--- config.mk ---
export PLATFORM = sky130hd
export DESIGN_NAME = result_serializer_flat
export DESIGN_NICKNAME = d
export VERILOG_FILES = /design/src/rtl/result_serializer_if.sv /design/src/rtl/result_serializer.sv /design/src/flat_wrapper.sv
export SDC_FILE = /design/constraint.sdc
export NUM_CORES = 1
export LEC_CHECK = 0
export CAP_MARGIN = 10
export CORE_AREA = 3 3 83 85
export DETAILED_ROUTE_END_ITERATION = 12
export DIE_AREA = 0 0 86 88
export PLACE_DENSITY = 0.81
export REMOVE_ABC_BUFFERS = 1
export SLEW_MARGIN = 20
export SYNTH_ARGS = -nofsm -noshare
export SYNTH_HDL_FRONTEND = slang
export SYNTH_SLANG_ARGS = --single-unit
--- constraint.sdc ---
create_clock -name clk -period 4.5 [get_ports clk]
set_clock_uncertainty 0.2 [all_clocks]
set_input_delay 0.9 -clock clk [delete_from_list [all_inputs] [get_ports clk]]
set_output_delay 0.9 -clock clk [all_outputs]
set_load 0.01 [all_outputs]
--- src/rtl/result_serializer_if.sv ---
// Handshake and result-bus bundle between a compressor harness and the serializer.
interface result_serializer_if #(
  parameter int WIDTH = 58
);
  logic             start;
  logic [WIDTH-1:0] dst;
  logic             sout;
  logic             sout_valid;
  logic             sout_ready;
  logic             busy;
  logic             done;

  modport master (
    output start, dst, sout_ready,
    input  sout, sout_valid, busy, done
  );

  modport slave (
    input  start, dst, sout_ready,
    output sout, sout_valid, busy, done
  );
endinterface

--- src/rtl/result_serializer.sv ---
// Captures a wide result bus after a settle delay and streams it LSB-first.
// RESULT_SERIALIZER_PARITY_EN appends an even-parity beat to each frame.
module result_serializer #(
  parameter int WIDTH  = 58,
  parameter int SETTLE = 2,
  parameter int CNT_W  = 6
) (
  input logic          clk,
  input logic          rst,
  result_serializer_if.slave io
);

  localparam logic [7:0] SETTLE_M1 =
    (SETTLE == 0) ? 8'd0 : 8'(SETTLE - 1);
  localparam logic [CNT_W-1:0] LAST = CNT_W'(WIDTH - 1);

  typedef enum logic [2:0] {
    S_IDLE,
    S_SETTLE,
    S_SHIFT,
`ifdef RESULT_SERIALIZER_PARITY_EN
    S_PARITY,
`endif
    S_DONE
  } state_t;

  state_t           state_q;
  logic [7:0]       dly_q;
  logic [WIDTH-1:0] shreg_q;
  logic [CNT_W-1:0] bitcnt_q;
  logic             sout_q;
  logic             valid_q;
  logic             busy_q;
  logic             done_q;
`ifdef RESULT_SERIALIZER_PARITY_EN
  logic             par_q;
`endif

  logic             accept;
  logic             capture;
  logic [WIDTH-1:0] shreg_d;

  assign accept  = valid_q & io.sout_ready;
  assign shreg_d = shreg_q >> 1;
  assign capture =
    ((state_q == S_IDLE) && io.start && (SETTLE == 0)) ||
    ((state_q == S_SETTLE) && (dly_q == 8'd0));

  assign io.sout       = sout_q;
  assign io.sout_valid = valid_q;
  assign io.busy       = busy_q;
  assign io.done       = done_q;

  always_ff @(posedge clk or posedge rst) begin
    if (rst) begin
      state_q  <= S_IDLE;
      dly_q    <= '0;
      shreg_q  <= '0;
      bitcnt_q <= '0;
      sout_q   <= 1'b0;
      valid_q  <= 1'b0;
      busy_q   <= 1'b0;
      done_q   <= 1'b0;
`ifdef RESULT_SERIALIZER_PARITY_EN
      par_q    <= 1'b0;
`endif
    end else begin
      done_q <= 1'b0;
      unique case (state_q)
        S_IDLE: begin
          if (io.start) begin
            busy_q  <= 1'b1;
            state_q <= S_SETTLE;
            dly_q   <= SETTLE_M1;
          end
        end
        S_SETTLE: begin
          dly_q <= dly_q - 8'd1;
        end
        S_SHIFT: begin
          if (accept) begin
            shreg_q  <= shreg_d;
            bitcnt_q <= bitcnt_q + CNT_W'(1);
            sout_q   <= shreg_d[0];
`ifdef RESULT_SERIALIZER_PARITY_EN
            par_q    <= par_q ^ shreg_q[0];
            if (bitcnt_q == LAST) begin
              state_q <= S_PARITY;
              sout_q  <= par_q ^ shreg_q[0];
            end
`else
            if (bitcnt_q == LAST) begin
              state_q <= S_DONE;
              sout_q  <= 1'b0;
              valid_q <= 1'b0;
              done_q  <= 1'b1;
            end
`endif
          end
        end
`ifdef RESULT_SERIALIZER_PARITY_EN
        S_PARITY: begin
          if (accept) begin
            state_q <= S_DONE;
            sout_q  <= 1'b0;
            valid_q <= 1'b0;
            done_q  <= 1'b1;
          end
        end
`endif
        S_DONE: begin
          state_q <= S_IDLE;
          busy_q  <= 1'b0;
        end
        default: state_q <= S_IDLE;
      endcase
      // capture overrides the IDLE/SETTLE transitions above
      if (capture) begin
        state_q  <= S_SHIFT;
        shreg_q  <= io.dst;
        bitcnt_q <= '0;
        sout_q   <= io.dst[0];
        valid_q  <= 1'b1;
`ifdef RESULT_SERIALIZER_PARITY_EN
        par_q    <= 1'b0;
`endif
      end
    end
  end

endmodule

--- src/flat_wrapper.sv ---
// flat-port wrapper written by rule: the top's interface ports become plain ports
module result_serializer_flat 
#(
  parameter int WIDTH  = 58,
  parameter int SETTLE = 2,
  parameter int CNT_W  = 6
)
  (clk, rst, io_start, io_dst, io_sout_ready, io_sout, io_sout_valid, io_busy, io_done);
  result_serializer_if #(.WIDTH(WIDTH)) io_i ();
  input logic clk;
  input logic rst;
  input wire logic [$bits(io_i.start)-1:0] io_start;
  input wire logic [$bits(io_i.dst)-1:0] io_dst;
  input wire logic [$bits(io_i.sout_ready)-1:0] io_sout_ready;
  output wire logic [$bits(io_i.sout)-1:0] io_sout;
  output wire logic [$bits(io_i.sout_valid)-1:0] io_sout_valid;
  output wire logic [$bits(io_i.busy)-1:0] io_busy;
  output wire logic [$bits(io_i.done)-1:0] io_done;
  assign io_i.start = io_start;
  assign io_i.dst = io_dst;
  assign io_i.sout_ready = io_sout_ready;
  assign io_sout = io_i.sout;
  assign io_sout_valid = io_i.sout_valid;
  assign io_busy = io_i.busy;
  assign io_done = io_i.done;
  result_serializer #(.WIDTH(WIDTH), .SETTLE(SETTLE), .CNT_W(CNT_W)) u_core (.clk(clk), .rst(rst), .io(io_i));
endmodule
**Yosys cells after proc, flatten, opt, wreduce, memory -nomap -nowiden**

Index checks and enable logic that the tools add are counted.

- Bits in registers: 79
- Bits of input ports: 62
- Output and inout port bits: 4
- Logic and storage cells: 59

- Add/sub/neg operators: 2
- Equal/unequal tests: 9
- Mux-type cells: 26
- Bitwise operators: 1
- Reduce and logical (&&, ||, !) cells: 13

Operators with widths:

| cell | number |
|---|---|
| $mux W58 | 3 |
| $mux W6 | 3 |
| $pmux W8 S2 | 1 |
| $mux W1 | 12 |
| $mux W3 | 4 |
| $reduce_bool A2 Y1 | 5 |
| $pmux W3 S3 | 1 |
| $logic_not A8 Y1 | 1 |
| $mux W8 | 1 |
| $sub A8 B1 Y8 const B | 1 |
| $add A6 B1 Y6 const B | 1 |
| $eq A3 B2 Y1 const B | 2 |
| $eq A6 B6 Y1 const B | 1 |
| $ne A3 B1 Y1 const B | 2 |
| $reduce_and A2 Y1 | 3 |
| $reduce_and A4 Y1 | 1 |
| $eq A3 B1 Y1 const B | 1 |
| $logic_not A3 Y1 | 1 |
| $ne A3 B2 Y1 const B | 1 |
| $reduce_and A3 Y1 | 1 |
| $ne A2 B1 Y1 const B | 1 |
| $ne A2 B2 Y1 const B | 1 |
| $pmux W1 S2 | 1 |
| $and A1 B1 Y1 | 1 |
| $logic_and A1 B1 Y1 | 1 |

**Depth between registers and ports, before layout**

- Word-level depth: 5
- Depth in mapped cells: 7
- Gate-level depth less buffers: 6

**Least setup slack after synthesis**

Ideal clock, no wire load.

- Path kind: input port to flip-flop
- Start point: input io_sout_ready
- End point: register u_core.shreg_q[10]
- Setup time: 0.066 ns
- Data arrival time: 1.905 ns
- Data required time: 4.234 ns
- Setup slack: 2.329 ns
- Stages on the path: 4
- Buffers on the path: 1
- Cells stage by stage: and4b_1 -> a31oi_2 -> clkbuf_1 -> a221o_1

- Longest elaborated chain between the ends: 3

Ends and longest elaborated chain:

| item | line | RTL |
|---|---|---|
| start, declared | flat_wrapper.sv:14 | `input wire logic [$bits(io_i.sout_ready)-1:0] io_sout_ready;` |
| $and A1 B1 Y1 | result_serializer.sv:43 | `assign accept = valid_q & io.sout_ready;` |
| $reduce_bool A2 Y1 (no line) | -- |  |
| $reduce_and A2 Y1 (no line) | -- |  |
| end signal, assigned | result_serializer.sv:82 | `shreg_q <= shreg_d;` |
| end signal, assigned | result_serializer.sv:120 | `shreg_q <= io.dst;` |
| end, declared | result_serializer.sv:29 | `logic [WIDTH-1:0] shreg_q;` |

No other way between the ends.
A chain may end at the register's enable or synchronous reset.

**Worst setup path in the final report**

- Start point: register u_core.dly_q[0]
- End point: register u_core.shreg_q[48]

- Longest elaborated chain between the ends: 4
- Elaborated cells between the ends (all ways): 6
- Classes of those cells: mux: 1; reduce/logical: 5

Ends and longest elaborated chain:

| item | line | RTL |
|---|---|---|
| start, declared | result_serializer.sv:28 | `logic [7:0] dly_q;` |
| start signal, assigned | result_serializer.sv:78 | `dly_q <= dly_q - 8'd1;` |
| $logic_not A8 Y1 (*) | result_serializer.sv:47 | `((state_q == S_SETTLE) && (dly_q == 8'd0));` |
| $logic_and A1 B1 Y1 (*) | result_serializer.sv:47 |  |
| $reduce_bool A2 Y1 (no line) | -- |  |
| $reduce_and A2 Y1 (no line) | -- |  |

Mark *: on every way between the ends. The rest lies on a longest branch, timed or not.

==> flow_summary.json <==
{
  "worst_hold_path.endpoint": "u_core.dly_q[0]",
  "path_buf_inv": 3,
  "wirelength_mm": 7.13,
  "grt_pass1_wl_mm": 11.7,
  "antenna_found_initial": 0,
  "cp.required_ns": 4.57,
  "post-route-util_pct": 70.2,
  "syn_area_um2": 3490,
  "viasPerCell": 5.82,
  "syn_to_final_growth_pct": 26.3,
  "worstPathArrival_ns": 2.53,
  "fmax_ghz": 0.407,
  "critPathMaxStageDelay_ns": 0.50,
  "layout_min_cycle_time_ns": 2.45,
  "grt_max_degree": 59,
  "yosys_warnings": 0,
  "power_leakage_nw": 2.02,
  "core_um2": 6280,
  "max_slew.worst_pin.slew_ns": 0.861,
  "vias": 2525,
  "drive_above_1_share_pct": 8.40,
  "end_kind": "flop",
  "cts.path.max_buffers": 2,
  "ys_ff_latch": 77,
  "period_share_pct": 54.5,
  "status": "complete, no violations",
  "clkTransAtPathRegs_ns": 0.08,
  "pwr_density_cell_nw_per_um2": 295,
  "power.total_mw": 1.30,
  "antenna_cells": 0,
  "fin_nets": 418,
  "synth_area_per_cell_um2": 12.0,
  "r2r_slack_ns": 2.05,
  "postCtsSetupBuffers": 0,
  "peakVddDrop_uv": 298,
  "dieArea_um2": 7570,
  "holdPathStages": 1,
  "drtIter0Drc": 208,
  "path_delay_family": "simple AND/OR/NAND/NOR gates",
  "grt-ovfl-total": 0,
  "slowest_stage": "or3b_2",
  "post_synth_inst_count": 291,
  "synth_cell_type_count": 43,
  "maxCapViolCount": 0,
  "worstSetupPathType": "flop to flop",
  "cts_resized": 0,
  "grt.total_usage_pct": 19.5,
  "r2r_start": "u_core.dly_q[0]",
  "cts_root_buffer": "clkbuf_8",
  "placed_area_um2": 4180,
  "port_buffers": 65,
  "fin_ws_ns": 2.05,
  "cts_hold_buf": 0,
  "rsz0062_at_grt": "no",
  "slew_headroom_pct": 42.5,
  "hold_viol_final": 0,
  "setup_violations": 0,
  "tritoncts": "yes",
  "fillers": 476,
  "ys_seq_area_share_pct": 55.2,
  "yosys.area.top_type": "dfrtp_1",
  "fp.dieW_um": 86,
  "initial_core_util_pct": 55.6,
  "final_cells": 434,
  "min-delay-start": "u_core.dly_q[0]",
  "cts_sinks": 77,
  "critical_path_peak_fanout": 38,
  "r2r.worst_path.cells": 7,
  "start_kind": "flop",
  "rr_endpoint": "u_core.shreg_q[48]",
  "io_pins": 66,
  "cts_buffers": 9,
  "routedWlPerCell_um": 16.4,
  "hold_class": "flop to flop",
  "design_area_um2": 4410,
  "setup_tns_ns": 0,
  "dp.cells": 417,
  "clock_latency_ns": 0.34,
  "grt_pass1_vias": 2460,
  "drc": 0,
  "yosys.area.top_type_share_pct": 55.2,
  "hpwl_mm": 4.62,
  "num_rows": 29,
  "drtPass1Iterations": 4,
  "synth_area_leaders": "dfrtp_1, a221o_1, and2_1, ha_1, mux2i_1",
  "hold_ws_ns": 0.283,
  "ctsHtreeMaxLevel": 3,
  "die_h_um": 88,
  "crit_chain": "inv_1 > ha_1 > or3b_2 > nor3_4 > buf_6 > buf_12 > a221o_1",
  "post-place-ws_ns": 1.70,
  "place.gp.congestion": 0.789,
  "ant_nets": 0,
  "maxSlewViolCount": 0
}
worst reg2reg max path, cell delays in order (launching register included):
cell,delay (ns)
dfrtp_1,0.40
inv_1,0.10
ha_1,0.16
or3b_2,0.50
nor3_4,0.35
buf_6,0.26
buf_12,0.23
a221o_1,0.18
synthesized netlist by cell type, drive strengths merged:
master	number
nor3	2
buf	8
nor3b	1
nor4b	1
o2bb2ai	1
inv	8
o31ai	3
nor2	4
o311ai	1
a21o	2
nand2b	1
a211oi	1
and4b	1
o21ai	8
or3	3
or4	3
a31oi	1
a21oi	6
nand4b	1
nor4	2
o41ai	1
nor2b	2
a2111oi	1
o211ai	1
ha	4
or3b	2
and3	1
a221o	54
and2	54
dfrtp	77
nand2	7
nand4	4
clkbuf	13
nand3b	1
mux2i	5
nand3	5
xnor2	1
layout by cell type (no fill, tap or decap), types with 3 or more instances in the layout:
cell and instances:
clkbuf_8 11, a221o_1 54, mux2i_1 5, clkdlybuf4s50_1 65
and2_1 54, nor2_1 4, buf_4 4, nand4_1 4
nand2_1 7, o31ai_1 3, or3_1 3, ha_1 4
nand3_1 5, a21oi_1 6, o21ai_0 6, dfrtp_1 77
inv_1 7
logic make-up after synthesis:
group,count (synthesis),share of synthesized area [%]
multiplexers,5,1.43
buffers and inverters,29,4.27
adder cells (fa/ha/maj),4,1.43
AO/OA/AOI/OAI,80,20.4
flip-flops,77,55.2
XOR/XNOR,1,0.251
AND/OR/NAND/NOR,95,17.0
worst max-delay path by stage:
stage | cells after the start | slack [ns] | to | start
floorplan | 5 | 0.89 | u_core.shreg_q[26] | u_core.dly_q[0]
global placement | 6 | 1.77 | u_core.shreg_q[26] | u_core.dly_q[0]
detailed placement | 4 | 1.70 | u_core.bitcnt_q[5] | io_sout_ready
CTS | 6 | 1.72 | u_core.shreg_q[18] | u_core.dly_q[0]
global route | 7 | 1.92 | u_core.shreg_q[48] | u_core.dly_q[0]
finish | 7 | 2.05 | u_core.shreg_q[48] | u_core.dly_q[0]
power by group:
part	switching (mW)	total, mW	leakage (nW)	internal, mW
clock network	0.248	0.534	0.102	0.286
registers	0.000294	0.692	1.05	0.692
logic	0.0228	0.0716	0.868	0.0489
total	0.271	1.30	2.02	1.03
routing by layer:
| metal | wire (um) | vias to the layer above | track usage (%) |
|---|---|---|---|
| li1 | - | 1223 | - |
| met1 | 3300 | 1251 | 27.7 |
| met2 | 3530 | 46 | 30.6 |
| met3 | 268 | 5 | 4.80 |
| met4 | 33 | 0 | 4.17 |
| met5 | 0 | - | 0 |
cell type report:
cell class	instances	area [um^2]	area share, %
Sequential cell	77	1930	43.7
Multi-Input combinational cell	185	1430	32.4
Timing Repair Buffer	71	712	16.2
Clock buffer	11	151	3.44
Tap cell	77	96.3	2.19
Clock inverter	5	58.8	1.33
Inverter	8	31.3	0.710
flip-flops by register name, indices dropped and copies added, names as in the netlist:
register,count
u_core.shreg_q,57
u_core.io.done,1
u_core.dly_q,8
u_core.state_q,2
u_core.bitcnt_q,6
u_core.io.sout_valid,1
u_core.io.busy,1
u_core.io.sout,1
Power figures use the tool's default switching activity.
